==> config.mk <==
export PLATFORM = sky130hd
export DESIGN_NAME = frog_motion
export DESIGN_NICKNAME = d
export VERILOG_FILES = /design/src/rtl/frogger_pkg.sv /design/src/rtl/frame_tick_sync.sv /design/src/rtl/frog_motion.sv
export SDC_FILE = /design/constraint.sdc
export NUM_CORES = 1
export LEC_CHECK = 0
export ABC_AREA = 0
export ABC_CLOCK_PERIOD_IN_PS = 2100
export CORE_ASPECT_RATIO = 0.7
export CORE_MARGIN = 4
export CORE_UTILIZATION = 25
export DETAILED_ROUTE_END_ITERATION = 8
export SYNTH_ARGS = -nofsm -noshare
export SYNTH_HDL_FRONTEND = slang
export SYNTH_HIERARCHICAL = 1
export SYNTH_SLANG_ARGS = --single-unit
==> constraint.sdc <==
create_clock -name Clk -period 2.1 [get_ports Clk]
set_clock_uncertainty 0.1 [all_clocks]
set_input_delay 0.315 -clock Clk [delete_from_list [all_inputs] [get_ports Clk]]
set_output_delay 0.315 -clock Clk [all_outputs]
set_load 0.005 [all_outputs]
==> src/rtl/frogger_pkg.sv <==
// Shared constants and types for the frog position controller.
package frogger_pkg;

  localparam int unsigned SCREEN_W = 640;
  localparam int unsigned SCREEN_H = 480;
  localparam int unsigned FROG_W   = 17;
  localparam int unsigned FROG_H   = 16;

  // USB HID keycodes for the WASD cluster.
  localparam logic [7:0] KEY_W = 8'h1A;
  localparam logic [7:0] KEY_S = 8'h16;
  localparam logic [7:0] KEY_A = 8'h04;
  localparam logic [7:0] KEY_D = 8'h07;

  typedef enum logic [1:0] {
    DirUp    = 2'd0,
    DirDown  = 2'd1,
    DirLeft  = 2'd2,
    DirRight = 2'd3
  } dir_t;

  typedef enum logic [1:0] {
    StIdle = 2'd0,
    StHop  = 2'd1,
    StHold = 2'd2
  } frog_state_t;

  function automatic logic key_valid(input logic [7:0] code);
    return (code == KEY_W) || (code == KEY_S) || (code == KEY_A) || (code == KEY_D);
  endfunction

  // Unmapped codes decode to up; callers qualify with key_valid.
  function automatic dir_t key_dir(input logic [7:0] code);
    case (code)
      KEY_S:   return DirDown;
      KEY_A:   return DirLeft;
      KEY_D:   return DirRight;
      default: return DirUp;
    endcase
  endfunction

endpackage

==> src/rtl/frame_tick_sync.sv <==
// Brings the vsync-derived frame level into the pixel clock domain and emits a
// one-cycle tick three clocks after each rising edge.
module frame_tick_sync (
  input  logic clk_i,
  input  logic rst_i,
  input  logic frame_clk_i,
  output logic tick_o
);

  logic [2:0] sync_q;
  logic       tick_q;

  // Two synchroniser flops, one delay flop for edge detection, registered tick.
  always_ff @(posedge clk_i or posedge rst_i) begin
    if (rst_i) begin
      sync_q <= '0;
      tick_q <= 1'b0;
    end else begin
      sync_q <= {sync_q[1:0], frame_clk_i};
      tick_q <= sync_q[1] & ~sync_q[2];
    end
  end

  assign tick_o = tick_q;

endmodule

==> src/rtl/frog_motion.sv <==
// Frog position controller: one grid hop per key press, clamped to the
// playfield, with respawn on death or on reaching the home row.
// Build option: define FROG_SMOOTH_HOP_EN to animate each hop over HOP_FRAMES
// frame ticks; otherwise the whole hop is applied on a single tick.
module frog_motion
  import frogger_pkg::*;
#(
  parameter int unsigned STEP       = 16,
  parameter int unsigned START_X    = 312,
  parameter int unsigned START_Y    = 464,
  parameter int unsigned HOP_FRAMES = 8
) (
  input  logic       Clk,
  input  logic       Reset,
  input  logic       frame_clk,
  input  logic [7:0] keycode,
  input  logic       death,
  output logic [9:0] BallX,
  output logic [9:0] BallY,
  output logic [1:0] dir,
  output logic       hopping,
  output logic       home
);

  localparam logic [9:0] StepPx = 10'(STEP);
  localparam logic [9:0] XMax   = 10'(SCREEN_W - FROG_W);
  localparam logic [9:0] YMax   = 10'(SCREEN_H - FROG_H);
  localparam logic [9:0] StartX = 10'(START_X);
  localparam logic [9:0] StartY = 10'(START_Y);
`ifdef FROG_SMOOTH_HOP_EN
  localparam logic [9:0] StepAmt = 10'(STEP / HOP_FRAMES);
`else
  // Equals STEP, since STEP is a whole multiple of HOP_FRAMES.
  localparam logic [9:0] StepAmt = 10'((STEP / HOP_FRAMES) * HOP_FRAMES);
`endif

  logic        tick;
  frog_state_t state_q, state_d;
  logic [9:0]  x_q, x_d, y_q, y_d;
  dir_t        dir_q, dir_d;
  logic        hopping_q, hopping_d;
  logic        home_q, home_d;
  logic        dead_q, dead_d;
  logic        respawn_q, respawn_d;
`ifdef FROG_SMOOTH_HOP_EN
  logic [2:0]  cnt_q, cnt_d;
`endif

  logic        key_ok;
  dir_t        mv_dir;
  logic [9:0]  moved_x, moved_y;
  logic        legal;

  frame_tick_sync u_sync (
    .clk_i       (Clk),
    .rst_i       (Reset),
    .frame_clk_i (frame_clk),
    .tick_o      (tick)
  );

  assign key_ok = key_valid(keycode);
  // A hop in flight keeps its latched direction; otherwise the key picks it.
  assign mv_dir = (state_q == StHop) ? dir_q : key_dir(keycode);

  // Candidate position one move away, and whether a full STEP fits that way.
  always_comb begin
    moved_x = x_q;
    moved_y = y_q;
    legal   = 1'b0;
    case (mv_dir)
      DirUp: begin
        moved_y = y_q - StepAmt;
        legal   = (y_q >= StepPx);
      end
      DirDown: begin
        moved_y = y_q + StepAmt;
        legal   = (y_q <= YMax - StepPx);
      end
      DirLeft: begin
        moved_x = x_q - StepAmt;
        legal   = (x_q >= StepPx);
      end
      default: begin
        moved_x = x_q + StepAmt;
        legal   = (x_q <= XMax - StepPx);
      end
    endcase
  end

  // Next-state: respawn beats hop progress, which beats a new key press.
  always_comb begin
    state_d   = state_q;
    x_d       = x_q;
    y_d       = y_q;
    dir_d     = dir_q;
    hopping_d = hopping_q;
    home_d    = 1'b0;
    dead_d    = dead_q | death;
    respawn_d = respawn_q;
`ifdef FROG_SMOOTH_HOP_EN
    cnt_d     = cnt_q;
`endif
    if (tick) begin
      if (dead_q || death || respawn_q) begin
        x_d       = StartX;
        y_d       = StartY;
        if (dead_q || death) dir_d = DirUp;
        hopping_d = 1'b0;
        state_d   = StHold;
        dead_d    = 1'b0;
        respawn_d = 1'b0;
`ifdef FROG_SMOOTH_HOP_EN
        cnt_d     = '0;
`endif
      end else begin
        case (state_q)
          StIdle: begin
            if (key_ok) begin
              dir_d = mv_dir;
              if (legal) begin
                x_d       = moved_x;
                y_d       = moved_y;
                hopping_d = 1'b1;
`ifdef FROG_SMOOTH_HOP_EN
                state_d   = StHop;
                cnt_d     = 3'd1;
`else
                state_d   = StHold;
                if (moved_y == '0) begin
                  home_d    = 1'b1;
                  respawn_d = 1'b1;
                end
`endif
              end else begin
                state_d = StHold;
              end
            end
          end
`ifdef FROG_SMOOTH_HOP_EN
          StHop: begin
            x_d = moved_x;
            y_d = moved_y;
            if (cnt_q == 3'(HOP_FRAMES - 1)) begin
              state_d   = StHold;
              hopping_d = 1'b0;
              cnt_d     = '0;
              if (moved_y == '0) begin
                home_d    = 1'b1;
                respawn_d = 1'b1;
              end
            end else begin
              cnt_d = cnt_q + 3'd1;
            end
          end
`endif
          StHold: begin
            hopping_d = 1'b0;
            if (!key_ok) state_d = StIdle;
          end
          default: state_d = StIdle;
        endcase
      end
    end
  end

  // State and output registers; Reset clears everything asynchronously.
  always_ff @(posedge Clk or posedge Reset) begin
    if (Reset) begin
      state_q   <= StIdle;
      x_q       <= StartX;
      y_q       <= StartY;
      dir_q     <= DirUp;
      hopping_q <= 1'b0;
      home_q    <= 1'b0;
      dead_q    <= 1'b0;
      respawn_q <= 1'b0;
`ifdef FROG_SMOOTH_HOP_EN
      cnt_q     <= '0;
`endif
    end else begin
      state_q   <= state_d;
      x_q       <= x_d;
      y_q       <= y_d;
      dir_q     <= dir_d;
      hopping_q <= hopping_d;
      home_q    <= home_d;
      dead_q    <= dead_d;
      respawn_q <= respawn_d;
`ifdef FROG_SMOOTH_HOP_EN
      cnt_q     <= cnt_d;
`endif
    end
  end

  assign BallX   = x_q;
  assign BallY   = y_q;
  assign dir     = dir_q;
  assign hopping = hopping_q;
  assign home    = home_q;

endmodule
[After elaboration in Yosys (flattened, before gate mapping)]
Cells that the tools add are included.
Word-level totals
  register bits after elaboration: 32
  input bits: 12
  output and inout bits: 24
  logic and storage cells: 92
Operators by class
  bitwise logic cells: 3
  add/sub/neg operators: 4
  reduce and logical (&&, ||, !) cells: 20
  magnitude comparators: 4
  mux-type cells: 38
  eq/ne operators: 13
Operators by type and width (number)
  $mux 10: 8
  $pmux 10 s2: 2
  $add 10x5->10 const B: 2
  $ge 10x5->1 const B: 2
  $sub 10x5->10 const B: 2
  $eq 8x3->1 const B: 2
  $eq 8x5->1 const B: 2
  $mux 1: 16
  $mux 2: 8
  $reduce_and 4->1: 3
  $le 10x10->1 const B: 1
  $le 10x9->1 const B: 1
  $logic_not 10->1: 1
  $reduce_and 5->1: 2
  $ne 3x3->1 const B: 3
  $reduce_bool 2->1: 4
  $pmux 2 s3: 1
  $logic_or 1x1->1: 5
  $eq 2x1->1 const B: 2
  $eq 2x2->1 const B: 2
  $logic_not 2->1: 2
  $pmux 2 s2: 1
  $pmux 1 s3: 1
  $reduce_and 3->1: 1
  8 further kinds: 8

[Longest topological paths before layout]
  depth in word-level cells: 12
  depth in mapped cells: 9
  mapped depth without buffers: 8

[Cells and area by module]
Netlist, hierarchy kept.
By module, submodules not included
  frog_motion: cells each 210, sequential area each 510.5 µm², times used 1, area each 1710.4 µm²
  frame_tick_sync: cells each 6, sequential area each 100.1 µm², times used 1, area each 117.6 µm²

[Worst setup path before layout]
Ideal clock, no wire load.
  kind: input-to-reg
  start point: input keycode[5]
  end point: register x_q[9] (netlist: BallX[9])
  data arrival time: 2.208 ns
  path slack: -0.290 ns
  data required time: 1.918 ns
  setup time: 0.082 ns
  path buffers: 2
  cell stages on the path: 8
  cell sequence: or3_1 -> buf_2 -> or4_4 -> buf_6 -> nor3_4 -> nand2_2 -> o31a_1 -> a31oi_1
Between the ends
  word-level cells in the longest chain between the ends: 10
  elaborated cells on any way between the ends: 23
  classes of those cells: 7 x eq/ne; 8 x mux; 8 x reduce/logical
Ends and longest elaborated chain
  from (decl): RTL line frog_motion.sv:16  | input logic [7:0] keycode,
  $eq 8x3->1 / $eq 8x5->1 (equally long branches): RTL line frogger_pkg.sv:29, frogger_pkg.sv:34
  $pmux 2 s3: RTL line frogger_pkg.sv:34  | case (code)
  $mux 2: RTL line frog_motion.sv:63  | assign mv_dir = (state_q == StHop) ? dir_q : key_dir(keycode);
  $eq 2x1->1 / $logic_not 2->1 (equally long branches): RTL line frog_motion.sv:70  | case (mv_dir)
  $reduce_or 2->1 (no line)
  $pmux 10 s2: RTL line frog_motion.sv:70
  $mux 10: RTL line frog_motion.sv:120  | if (legal) begin
  $mux 10: RTL line frog_motion.sv:118  | if (key_ok) begin
  $mux 10: RTL line frog_motion.sv:116  | case (state_q)
  $mux 10: RTL line frog_motion.sv:104  | if (dead_q || death || respawn_q) begin
  to (signal assigned): RTL line frog_motion.sv:170  | x_q <= StartX;
  to (decl): RTL line frog_motion.sv:39  | logic [9:0] x_q, x_d, y_q, y_d;
Parallel ways exist; a longest one is shown, timed or not. The select of a mux whose other input is x is not followed.
A chain may end at the register's enable or synchronous reset.

[Worst setup path in the final report]
  start point: register x_q[5] (netlist: BallX[5])
  end point: register y_q[9] (netlist: BallY[9])
Between the ends
  word-level cells in the longest chain between the ends: 4
  elaborated cells on any way between the ends: 5
  classes of those cells: 2 x order compare; 1 x mux; 2 x reduce/logical
Ends and longest elaborated chain
  $le 10x10->1 / $ge 10x5->1 (equally long branches): RTL line frog_motion.sv:85, frog_motion.sv:81
  $pmux 1 s3 *: RTL line frog_motion.sv:70
  $reduce_bool 2->1 (no line) *
  $reduce_and 4->1 (no line) *
  to (signal assigned): RTL line frog_motion.sv:171  | y_q <= StartY;
  to (signal assigned): RTL line frog_motion.sv:183  | y_q <= y_d;
  to (decl): RTL line frog_motion.sv:39
Every way passes the cells marked *; elsewhere a longest branch is shown, timed or not.

==> metrics <==
final worst path period need=2.11 ns; core area=6910 um2; DR vias=1944; total CTS buffers=3; total routed wirelength=5.84 mm; root buffer cell=clkbuf_8; Fin. Hold Viols=0; synthesized flop and latch total=24; placed cell area=2610 um2; status=finished with violations; Top-Level Pins=36; Remaining DRCs=0; Synth Instances=216; CTS Buffer Depth=2; vias in the first global route=1825; CP max stage delay=0.54 ns; Buf/Inv on CP=1; post-route cell area=2950 um2; HP Class=input pin to async pin; startpoint types=flip-flop; # fillers=673; crit path max fanout=8; commonest non-fill, non-tap cells in the layout=buf_4, clkdlybuf4s50_1, nor2_1; layout cell share with drive strength beyond 1=0.427; commonest non-fill, non-tap cell in the layout=buf_4; max-slew violations=0; VDD IR-drop max=0.000262 V; RSZ-0062 raised after global routing=yes; fmax=475 MHz; PortBufs=28; clock sink count=24; grt total ovfl=0; Required @ worst endpoint=2.15 ns; Cell Area, Synth=1830 um2; largest net degree at the start of global routing=21; H-tree depth=1; die width=110 um; Routed Antenna Nets=0; synth unique cells=57; Worst-Skew Late Latency=0.27 ns; 1st-pass router iterations=5; Avg Cell Area, Syn=8.46 um2; critical-path cell list=inv_2 -> ha_4 -> nor2b_4 -> nor4b_4 -> o32ai_2 -> a21o_2 -> and4_1 -> a211o_1; ys flop type=dfrtp_1; Synth warnings=6; CP max-delay cell=dfstp_2; Seq/Total Area, Yosys=0.334; critical setup path kind=flip-flop to flip-flop; Util after Layout=0.426; register area=611 um2; first-pass GRT wire length=9.35 mm; Final setup violation count=1; CTS tree=done; P_leak=0.00122 uW; DR WL/cell=14.8 um; Initial Util=0.264; dpl ws=-0.745 ns; setup TNS=-0.00684 ns; ys async rst share=1.00; Tot GR Track Use=0.134; antenna violations before repair=0; HPWL after DPL=4.28 mm; Cell Pwr Density=470 nW/um2; area delta synth->final=61.2%; failing checks=setup timing; RePlAce Congestion=0.881; Final WS setup=-0.00684 ns; Die Footprint=8770 um2; initial detailed-routing violation count=106; hold_buf cts=0; MaxCap Viol Count=0; Final Cycle Share=1.00; Die Span Y=79.5 um; crit path capture type=flip-flop; CP delay by family, top=compound AO/OA/AOI/OAI gates; final-stage net count=322; Worst EP arrival=2.16 ns; multi-input logic area=1360 um2; Clk pin slew, worst setup/hold paths=0.09 ns; EDFF count, synth=0; ant diodes=0; # rows=25; vias per inst=4.91; Layout Cells excl Fill=396; placed cells=385
## state kept, by name, summed over array words and instances, names as in the netlist
register / cells
BallX: 7
state_q: 1
hopping: 1
u_sync/sync_q: 3
respawn_q: 1
dir: 2
home: 1
BallY: 6
dead_q: 1
u_sync/tick_o: 1
## final timing paths
path | slack, ns | cells past startpoint | startpoint | endpoint
min in group Clk | 0.26 | 0 | u_sync/sync_q[0]$_DFF_PP0_ | u_sync/sync_q[1]$_DFF_PP0_
max in group asynchronous | 1.34 | 3 | Reset | BallY[8]$_DFFE_PP1N_
hold reg to reg | 0.26 | 0 | u_sync/sync_q[0]$_DFF_PP0_ | u_sync/sync_q[1]$_DFF_PP0_
setup / recovery | -0.007 | 8 | BallX[5]$_DFFE_PP1P_ | BallY[9]$_DFFE_PP0N_
setup reg to reg | -0.007 | 8 | BallX[5]$_DFFE_PP1P_ | BallY[9]$_DFFE_PP0N_
hold / removal | 0.15 | 2 | Reset | u_sync/sync_q[0]$_DFF_PP0_
## timing repair
action,CTS,global route
pin swaps,14,14
buffers inserted,6,2
setup endpoints to repair,17,16
cloned,0,0
hold endpoints to repair,0,0
resized for setup,44,26
## power by group
group / internal [uW] / switching [uW] / total [uW]
Combinational: 252 / 277 / 530
Clock: 168 / 148 / 316
Sequential: 512 / 27.9 / 540
Total: 932 / 453 / 1390
## layer usage
| layer | GRT usage | share of wire | vias to the layer above |
|---|---|---|---|
| li1 | - | - | 943 |
| met5 | 0 | 0 | - |
| met4 | 0.0197 | 0.013 | 0 |
| met3 | 0.0234 | 0.057 | 8 |
| met2 | 0.196 | 0.43 | 62 |
| met1 | 0.208 | 0.50 | 931 |
## Yosys cell counts (3+ instances only)
cell | number | area [um2]
a21oi_1 | 7 | 35.0
a31oi_1 | 3 | 18.8
and2_1 | 3 | 18.8
and4_1 | 5 | 43.8
buf_4 | 7 | 52.6
clkbuf_1 | 10 | 37.5
dfrtp_1 | 16 | 400
dfstp_2 | 8 | 210
ha_1 | 7 | 87.6
inv_1 | 11 | 41.3
nand2_1 | 10 | 37.5
nand2b_1 | 5 | 31.3
nand3_1 | 12 | 60.1
nand4b_1 | 3 | 26.3
nor2_1 | 19 | 71.3
nor2b_1 | 3 | 18.8
nor3_1 | 14 | 70.1
nor3b_1 | 3 | 22.5
nor4_1 | 4 | 25.0
nor4b_1 | 3 | 26.3
o211ai_1 | 3 | 22.5
o21ai_0 | 8 | 40.0
o22ai_1 | 4 | 25.0
or3_1 | 3 | 18.8
xor2_1 | 5 | 43.8
## layout make-up
| cell class | count | area share |
|---|---|---|
| Timing Repair Buffer | 95 | 0.259 |
| Multi-Input combinational cell | 168 | 0.461 |
| Clock buffer | 4 | 0.0187 |
| Sequential cell | 24 | 0.207 |
| Tap cell | 94 | 0.0399 |
| Inverter | 11 | 0.0140 |
## cells by family (layout without fill, tap and decap cells)
logic type | after synthesis | after routing | synth area share
AND/OR/NAND/NOR | 101 | 101 | 0.323
AO/OA/AOI/OAI | 45 | 45 | 0.172
buffers and inverters | 30 | 110 | 0.0808
flip-flops | 24 | 24 | 0.334
adder cells (fa/ha/maj) | 7 | 7 | 0.0479
XOR/XNOR | 7 | 7 | 0.0335
other | 1 | 7 | 0.00205
multiplexers | 1 | 1 | 0.00616
## per-stage QoR
step                      hold slack [ns]  power, uW
after floorplan                   -0.0189        800
after CTS                           0.154       1350
after global routing                0.177       1470
final                               0.152       1390
after global placement              0.232       1000
after detailed placement            0.240       1010
Note: power is estimated with default switching activity, not from simulation.
